`src/rtl/output_queue.sv`:
```
// Egress queue behind the output arbiter: tags granted FIFO words with their source index and
// buffers them in a circular queue. Optional statistics are enabled with OUTQ_STATS_EN.
module output_queue #(
  parameter int unsigned NUM_INPUTS = 5,
  parameter int unsigned DATA_W     = 64,
  parameter int unsigned DEPTH      = 8,
  localparam int unsigned PTR_W     = (NUM_INPUTS > 1) ? $clog2(NUM_INPUTS) : 1,
  localparam int unsigned CNT_W     = $clog2(DEPTH) + 1
) (
  input  logic                         clk,
  input  logic                         rst_n,
  input  logic [NUM_INPUTS-1:0]        fifo_rd_en,
  input  logic [NUM_INPUTS*DATA_W-1:0] fifo_rd_data,
  output logic                         outq_ready,
  output logic                         out_valid,
  output logic [DATA_W-1:0]            out_data,
  output logic [PTR_W-1:0]             out_src,
  input  logic                         out_ready,
  output logic [CNT_W-1:0]             occupancy,
  output logic                         proto_err
`ifdef OUTQ_STATS_EN
  ,
  output logic [31:0]                  stat_words,
  output logic [31:0]                  stat_stall
`endif
);

  localparam int unsigned AW = $clog2(DEPTH);

  logic [AW-1:0]    rd_ptr_q, rd_ptr_d;
  logic [AW-1:0]    wr_ptr_q, wr_ptr_d;
  logic [CNT_W-1:0] count_q, count_d;
  logic             pend_vld_q, pend_vld_d;
  logic [PTR_W-1:0] pend_idx_q, pend_idx_d;
  logic             proto_err_q, proto_err_d;

  logic [DATA_W-1:0] mem_data [DEPTH];
  logic [PTR_W-1:0]  mem_src  [DEPTH];

  logic             rd_any, rd_onehot, rd_accept;
  logic [PTR_W-1:0] rd_idx;
  logic [CNT_W:0]   credit_sum;
  logic             push, pop;

  assign rd_any    = |fifo_rd_en;
  assign rd_onehot = (fifo_rd_en & (fifo_rd_en - NUM_INPUTS'(1))) == '0;

  always_comb begin
    rd_idx = '0;
    for (int unsigned i = 0; i < NUM_INPUTS; i++) begin
      if (fifo_rd_en[i]) rd_idx = rd_idx | PTR_W'(i);
    end
  end

  // Credit counts the in-flight read so a granted word always has a free slot.
  assign credit_sum = {1'b0, count_q} + {{CNT_W{1'b0}}, pend_vld_q};
  assign outq_ready = credit_sum < (CNT_W + 1)'(DEPTH);

  assign rd_accept = rd_any & rd_onehot & outq_ready;
  assign push      = pend_vld_q;
  assign out_valid = count_q != '0;
  assign pop       = out_valid & out_ready;

  always_comb begin
    rd_ptr_d    = rd_ptr_q;
    wr_ptr_d    = wr_ptr_q;
    count_d     = count_q;
    pend_vld_d  = rd_accept;
    pend_idx_d  = rd_accept ? rd_idx : pend_idx_q;
    proto_err_d = proto_err_q | (rd_any & ~(rd_onehot & outq_ready));
    if (push) wr_ptr_d = wr_ptr_q + AW'(1);
    if (pop)  rd_ptr_d = rd_ptr_q + AW'(1);
    unique case ({push, pop})
      2'b10:   count_d = count_q + CNT_W'(1);
      2'b01:   count_d = count_q - CNT_W'(1);
      default: count_d = count_q;
    endcase
  end

  always_ff @(posedge clk or negedge rst_n) begin
    if (!rst_n) begin
      rd_ptr_q    <= '0;
      wr_ptr_q    <= '0;
      count_q     <= '0;
      pend_vld_q  <= 1'b0;
      pend_idx_q  <= '0;
      proto_err_q <= 1'b0;
    end else begin
      rd_ptr_q    <= rd_ptr_d;
      wr_ptr_q    <= wr_ptr_d;
      count_q     <= count_d;
      pend_vld_q  <= pend_vld_d;
      pend_idx_q  <= pend_idx_d;
      proto_err_q <= proto_err_d;
    end
  end

  // Storage needs no reset; the head is masked while the queue is empty.
  always_ff @(posedge clk) begin
    if (push) begin
      mem_data[wr_ptr_q] <= fifo_rd_data[pend_idx_q*DATA_W +: DATA_W];
      mem_src[wr_ptr_q]  <= pend_idx_q;
    end
  end

  assign out_data  = out_valid ? mem_data[rd_ptr_q] : '0;
  assign out_src   = out_valid ? mem_src[rd_ptr_q] : '0;
  assign occupancy = count_q;
  assign proto_err = proto_err_q;

`ifdef OUTQ_STATS_EN
  logic [31:0] stat_words_q, stat_words_d;
  logic [31:0] stat_stall_q, stat_stall_d;

  always_comb begin
    stat_words_d = stat_words_q;
    stat_stall_d = stat_stall_q;
    if (push && (stat_words_q != 32'hFFFF_FFFF)) stat_words_d = stat_words_q + 32'd1;
    if (out_valid && !out_ready && (stat_stall_q != 32'hFFFF_FFFF)) begin
      stat_stall_d = stat_stall_q + 32'd1;
    end
  end

  always_ff @(posedge clk or negedge rst_n) begin
    if (!rst_n) begin
      stat_words_q <= '0;
      stat_stall_q <= '0;
    end else begin
      stat_words_q <= stat_words_d;
      stat_stall_q <= stat_stall_d;
    end
  end

  assign stat_words = stat_words_q;
  assign stat_stall = stat_stall_q;
`endif

endmodule
```
`config.mk`:
```
export PLATFORM = sky130hd
export DESIGN_NAME = output_queue
export DESIGN_NICKNAME = d
export VERILOG_FILES = /design/src/rtl/output_queue.sv
export SDC_FILE = /design/constraint.sdc
export NUM_CORES = 1
export LEC_CHECK = 0
export ABC_AREA = 1
export BUFFER_PORTS_ARGS = -buffer_cell sky130_fd_sc_hd__clkbuf_2
export CAP_MARGIN = 0
export CORE_ASPECT_RATIO = 0.9
export CORE_MARGIN = 10
export CORE_UTILIZATION = 57
export CTS_CLUSTER_DIAMETER = 50
export CTS_CLUSTER_SIZE = 30
export DETAILED_ROUTE_END_ITERATION = 7
export PLACE_DENSITY = 0.76
export SKIP_CTS_REPAIR_TIMING = 1
export SYNTH_ARGS = -nofsm -noshare
export SYNTH_HDL_FRONTEND = slang
export SYNTH_SLANG_ARGS = --single-unit
```
`constraint.sdc`:
```
create_clock -name clk -period 5.6 [get_ports clk]
set_input_delay 0.56 -clock clk [delete_from_list [all_inputs] [get_ports clk]]
set_output_delay 0.56 -clock clk [all_outputs]
set_load 0.005 [all_outputs]
```
==> run_results.csv, run 1 <==
group,metric,value,unit
synthesis,avgSynthCellArea,10.3,um^2
power,netSwitchingPower,6.25,mW
routing,via_count,19161,
power,clock_power_share,0.187,
job,max-cap-violations,0,
grt,grt_max_degree,174,
timing,hold_viol,0,
clock_network,clk_path_buf_depth,3,
critical_path,path_cells,"inv_6, buf_4, o21ai_0, o21ai_1, o21ai_1, nor2_1, clkbuf_2",
synthesis,synth_commonest_cells,"nor2_1, edfxtp_1, o21ai_0, nand2_1, nand3_1",
timing,holdWs,0.290,ns
routing,drc,0,
grt,gr-total-overflow,0,
power,max-vdd-ir-drop,0.000426,V
floorplanning,dieWidth,239,um
placement,gp_congestion,0.913,
floorplanning,num_rows,72,
outcome,status,"completed",
critical_path,crit_arrival,3.69,ns
synthesis,synthCells,2398,
synthesis,syn-num-nets,2731,
critical_path,cp.depth,7,
timing,tightestPinTransition,1.27,ns
placement,port_buffers,401,
critical_path,r2r_cells,4,
critical_path,required,5.04,ns
routing,via_per_inst,5.83,
floorplanning,dieArea,51900,um^2
critical_path,critPathCaptureType,"primary output",
cells_and_area,final_area,28100,um^2
clock_network,cts_root_buffer,"clkbuf_16",
power,power_frac_comb,0.409,
routing,first_iter_violations,2037,
critical_path,startpoint_type,"flop",
grt,antenna_found_initial,1,
critical_path,reg2reg_to,"mem_data[0][32]$_DFFE_PP_",
clock_network,cts_tree,"built",
floorplanning,io_pins,402,
synthesis,synth.most_common_cell,"nor2_1",
clock_network,clock_latency,0.56,ns
grt,grt_usage,0.258,
cells_and_area,syn_to_final_growth,14.0,%
timing,period_share,0.758,
cells_and_area,fin_nets,3037,
routing,ant_nets,0,
critical_path,reg2reg_from,"pend_idx_q[0]$_DFFE_PN0P_",
timing,slew_headroom,0.152,
synthesis,synth_edf_count,536,
timing,fmax,235,MHz
power,p_per_area,540,nW/um^2
routing,drt_wl_total,68.6,mm
timing,rsz0062_at_grt,"false",
clock_network,clkTransAtPathRegs,0.07,ns
clock_network,cts_sinks,551,
critical_path,crit_end,"out_data[44]",
critical_path,reg2reg_slack,1.73,ns
synthesis,synth_top_area_share,0.654,
timing,post-route-min-period,4.25,ns
synthesis,yosys_most_used_dff,"edfxtp_1",
synthesis,ys_warn_count,0,
critical_path,crit_slowest_cell,"inv_6",
power,p_sw_frac,0.412,
timing,setup_violations,0,
critical_path,path_buf_inv,3,
power,power.leakage,10.7,nW
cells_and_area,n_antenna_cell,0,
critical_path,cp_max_fo,173,
timing,fin_skew,0.0165,ns
synthesis,ys_types,25,
routing,wl_per_cell,20.9,um
synthesis,async_reset_ff_frac,0.0272,
synthesis,yosys-top-cells-area,"edfxtp_1, nor2_1, o21ai_0",
clock_network,cts_buffers,38,
critical_path,cpPeakStageDelay,1.05,ns
floorplanning,coreArea,42800,um^2
hold_path,hold_path.class,"primary input to flop",
critical_path,startpoint,"rd_ptr_q[0]$_DFFE_PN0N_",
grt,grt_pass1_vias,18838,
power,internal_power,8.91,mW
floorplanning,dieHeight,217,um
critical_path,crit_family,"buffers and inverters",
grt,grt_pass1_wl,105,mm
cells_and_area,drive_above_1_share,0.188,
synthesis,yosysSeqAreaShare,0.669,
critical_path,worst_path_most_repeated_cell,"o21ai_1",
placement,dp_hpwl,41.3,mm
timing,report.final.slew_viol_count,0,
synthesis,syn-cell-area,24600,um^2
timing,setup_tns,0,ns
critical_path,critical_path_class,"flop to primary output",
placement,placed_area,26800,um^2
synthesis,ys_ff_latch,551,
floorplanning,start_util,0.575,
routing,dr.pass1.iters,6,
clock_network,htree_levels,2,
power,power.share.sequential,0.404,
cells_and_area,fin_util,0.656,
synthesis,yosys.area.top_type,"edfxtp_1",
[cell type report]
| cell class | count | area (um^2) |
|---|---|---|
| multi-input combinational | 1601 | 7090 |
| clock buffer | 43 | 991 |
| timing repair buffer | 432 | 2250 |
| sequential | 551 | 16500 |
| clock inverter | 23 | 249 |
| tap | 555 | 694 |
| inverter | 80 | 308 |
| fill | 3300 | 14700 |
[worst min path at each step]
stage	from	endpoint	slack, ns	cells past startpoint
final	fifo_rd_en[2]	pend_idx_q[1]$_DFFE_PN0P_	0.29	3
after global routing	fifo_rd_en[2]	pend_idx_q[1]$_DFFE_PN0P_	0.29	3
after global placement	wr_ptr_q[0]$_DFFE_PN0P_	wr_ptr_q[0]$_DFFE_PN0P_	0.51	2
after CTS	rst_n	pend_idx_q[0]$_DFFE_PN0P_	-0.08	1
after floorplan	rst_n	occupancy[0]$_DFFE_PN0P_	0.26	0
after detailed placement	rst_n	occupancy[2]$_DFFE_PN0P_	0.52	1
[cells in the final DEF, fill, tap and decap left out, types with 8 or more instances in the layout]
| cell | netlist | layout |
|---|---|---|
| buf_4 | 3 | 29 |
| clkbuf_16 | 0 | 39 |
| clkbuf_2 | 1 | 401 |
| dfrtp_1 | 15 | 10 |
| edfxtp_1 | 536 | 536 |
| inv_1 | 78 | 75 |
| nand2_1 | 291 | 291 |
| nand3_1 | 195 | 193 |
| nor2_1 | 559 | 551 |
| nor2_4 | 0 | 8 |
| o21ai_0 | 408 | 408 |
| o21ai_1 | 130 | 130 |
[tightest hold or removal path, stage by stage]
cell and delay, ns:
clkbuf_2 0.10, o21ai_0 0.08, nand2_1 0.06
[state kept, by name (all words and copies together) (netlist names)]
signal      count
proto_err       1
mem_src        24
pend_idx_q      3
wr_ptr_q        3
pend_vld_q      1
mem_data      512
occupancy       4
rd_ptr_q        3
[through the flow]
stage	setup slack, ns	total power, mW	std cells
after floorplan	1.51	10.1	2398
after global routing	1.16	16.1	3285
after detailed placement	1.84	12.4	3218
after CTS	1.39	15.2	3284
final	1.35	15.2	3285
after global placement	1.89	12.2	3218
[kinds of logic after synthesis]
logic type                 Yosys count  share of synthesized area
AOI/OAI and AO/OA                  542                      0.110
xor gates and xnor gates             5                    0.00178
adders and majority gates            5                    0.00254
buffers and inverters              246                     0.0458
DFF                                551                      0.669
and+or+nand+nor                   1049                      0.170
[power groups by stage]
stage | registers, mW | logic, mW | clock network, mW
2_1_floorplan | 5.84 | 4.26 | 0
3_3_place_gp | 6.18 | 5.97 | 0
3_5_place_dp | 6.20 | 6.17 | 0
4_1_cts | 6.11 | 6.21 | 2.85
5_1_grt | 6.17 | 6.95 | 3.01
6_report | 6.12 | 6.20 | 2.84
[routing by layer]
layer,vias up,part of all wire,global-route usage
li1,8901,-,-
met1,9150,0.39,0.336
met2,987,0.49,0.435
met3,121,0.096,0.0440
met4,2,0.027,0.0804
met5,-,0.00019,0
No activity file was read; power rests on OpenSTA's default activity.
==> run 2, diff against run 1 <==
==> constraint.sdc (replaced) <==
create_clock -name clk -period 4.15 [get_ports clk]
set_input_delay 0.415 -clock clk [delete_from_list [all_inputs] [get_ports clk]]
set_output_delay 0.415 -clock clk [all_outputs]
set_load 0.005 [all_outputs]
==> run_results.csv, run 2 (synthesis results as in run 1) <==
group,metric,value,unit
timing,setup_slack,0.728,ns
routing,drt_wl_total,70.1,mm
placement,port_buffers,401,
routing,dr.pass1.iters,5,
clock_network,cts_tree,"built",
floorplanning,dieWidth,239,um
power,power.leakage,10.9,nW
cells_and_area,n_antenna_cell,0,
grt,gr-total-overflow,0,
routing,wl_per_cell,21.2,um
timing,post-route-min-period,3.42,ns
cells_and_area,final_cell_mix,"nor2_1, edfxtp_1, o21ai_0",
routing,first_iter_violations,2234,
grt,antenna_found_initial,0,
routing,ant_nets,0,
grt,grt_pass1_vias,18600,
cells_and_area,largest_register,"mem_data",
routing,via_count,19188,
floorplanning,dieHeight,217,um
cells_and_area,final_common_cell,"nor2_1",
cells_and_area,final_area,28400,um^2
clock_network,htree_levels,2,
critical_path,crit_family,"buffers and inverters",
power,p_per_area,738,nW/um^2
floorplanning,start_util,0.575,
placement,gp_congestion,0.866,
floorplanning,io_pins,402,
critical_path,cpPeakStageDelay,0.66,ns
cells_and_area,syn_to_final_growth,15.6,%
placement,post-place-ws,1.27,ns
cells_and_area,fin_nets,3049,
cells_and_area,largest_register_ff_count,512,
timing,holdWs,0.139,ns
timing,hold_viol,0,
critical_path,path_buf_inv,2,
cells_and_area,drive_above_1_share,0.194,
clock_network,cts_sinks,551,
critical_path,crit_arrival,3.01,ns
timing,tightestPinTransition,1.37,ns
outcome,status,"completed",
job,max-cap-violations,0,
hold_path,hold_path.class,"primary input to flop",
critical_path,required,3.73,ns
cells_and_area,fin_util,0.665,
timing,slew_headroom,0.0875,
timing,period_share,0.825,
timing,rsz0062_at_grt,"false",
placement,dp_cells,3224,
power,power.total,21.0,mW
power,max-vdd-ir-drop,0.000685,V
timing,fmax,292,MHz
critical_path,crit_slowest_cell,"buf_12",
routing,drc,0,
critical_path,critPathCaptureType,"primary output",
routing,via_per_inst,5.81,
clock_network,cts_buffers,44,
placement,placed_area,26900,um^2
timing,fin_skew,0.0149,ns
timing,setup_violations,0,
clock_network,clkTransAtPathRegs,0.06,ns
critical_path,cp_max_fo,269,
timing,report.final.slew_viol_count,0,
floorplanning,coreArea,42800,um^2
grt,grt_pass1_wl,106,mm
critical_path,path_cells,"buf_12, nor2_1, nor2_1, o21ai_0, o21ai_0, o21ai_0, nor2_1, clkbuf_2",
critical_path,startpoint_type,"flop",
clock_network,clock_latency,0.56,ns
timing,setup_tns,0,ns
grt,grt_max_degree,270,
floorplanning,dieArea,51900,um^2
critical_path,critical_path_class,"flop to primary output",
clock_network,cts_root_buffer,"clkbuf_16",
clock_network,clk_path_buf_depth,3,
cells_and_area,final_cells,3304,
floorplanning,num_rows,72,
grt,grt_usage,0.261,
placement,dp_hpwl,41.7,mm
-- run 2: worst reg2reg max path, delay by kind of cell (launching register included) --
family                 cells  cell delay (ns)
AO/OA/AOI/OAI              1             0.31
buffers and inverters      3             1.18
flip-flops                 1             0.84
AND/OR/NAND/NOR            2             0.29
-- run 2: routing by layer --
metal  GRT usage  share of wire
met5           0              0
met4      0.0666          0.022
met3      0.0579          0.097
met2       0.441           0.49
met1       0.337           0.39
-- run 2: final timing paths --
path                                            from                         to  slack [ns]  cells past startpoint
setup / recovery             rd_ptr_q[0]$_DFFE_PN0N_               out_data[19]        0.73                      8
hold / removal                         fifo_rd_en[2]  pend_idx_q[1]$_DFFE_PN0P_        0.14                      3
setup reg to reg           pend_idx_q[1]$_DFFE_PN0P_  mem_data[1][10]$_DFFE_PP_        1.20                      6
hold reg to reg              wr_ptr_q[0]$_DFFE_PN0P_    wr_ptr_q[0]$_DFFE_PN0P_        0.55                      2
max in group asynchronous                      rst_n  pend_idx_q[1]$_DFFE_PN0P_        3.50                      2
min in group asynchronous                      rst_n    wr_ptr_q[0]$_DFFE_PN0P_        0.32                      2
-- run 2: power breakdown --
group / internal (mW) / switching [mW]
clock: 2.26 / 2.03
sequential: 7.68 / 0.429
combinational: 2.49 / 6.10
-- run 2: layout make-up --
class	instances	area, um^2
Clock buffer	47	1130
Clock inverter	32	363
Fill cell	3237	14300
Inverter	80	308
Multi-Input combinational cell	1601	7090
Sequential cell	551	16500
Tap cell	555	694
Timing Repair Buffer	438	2370
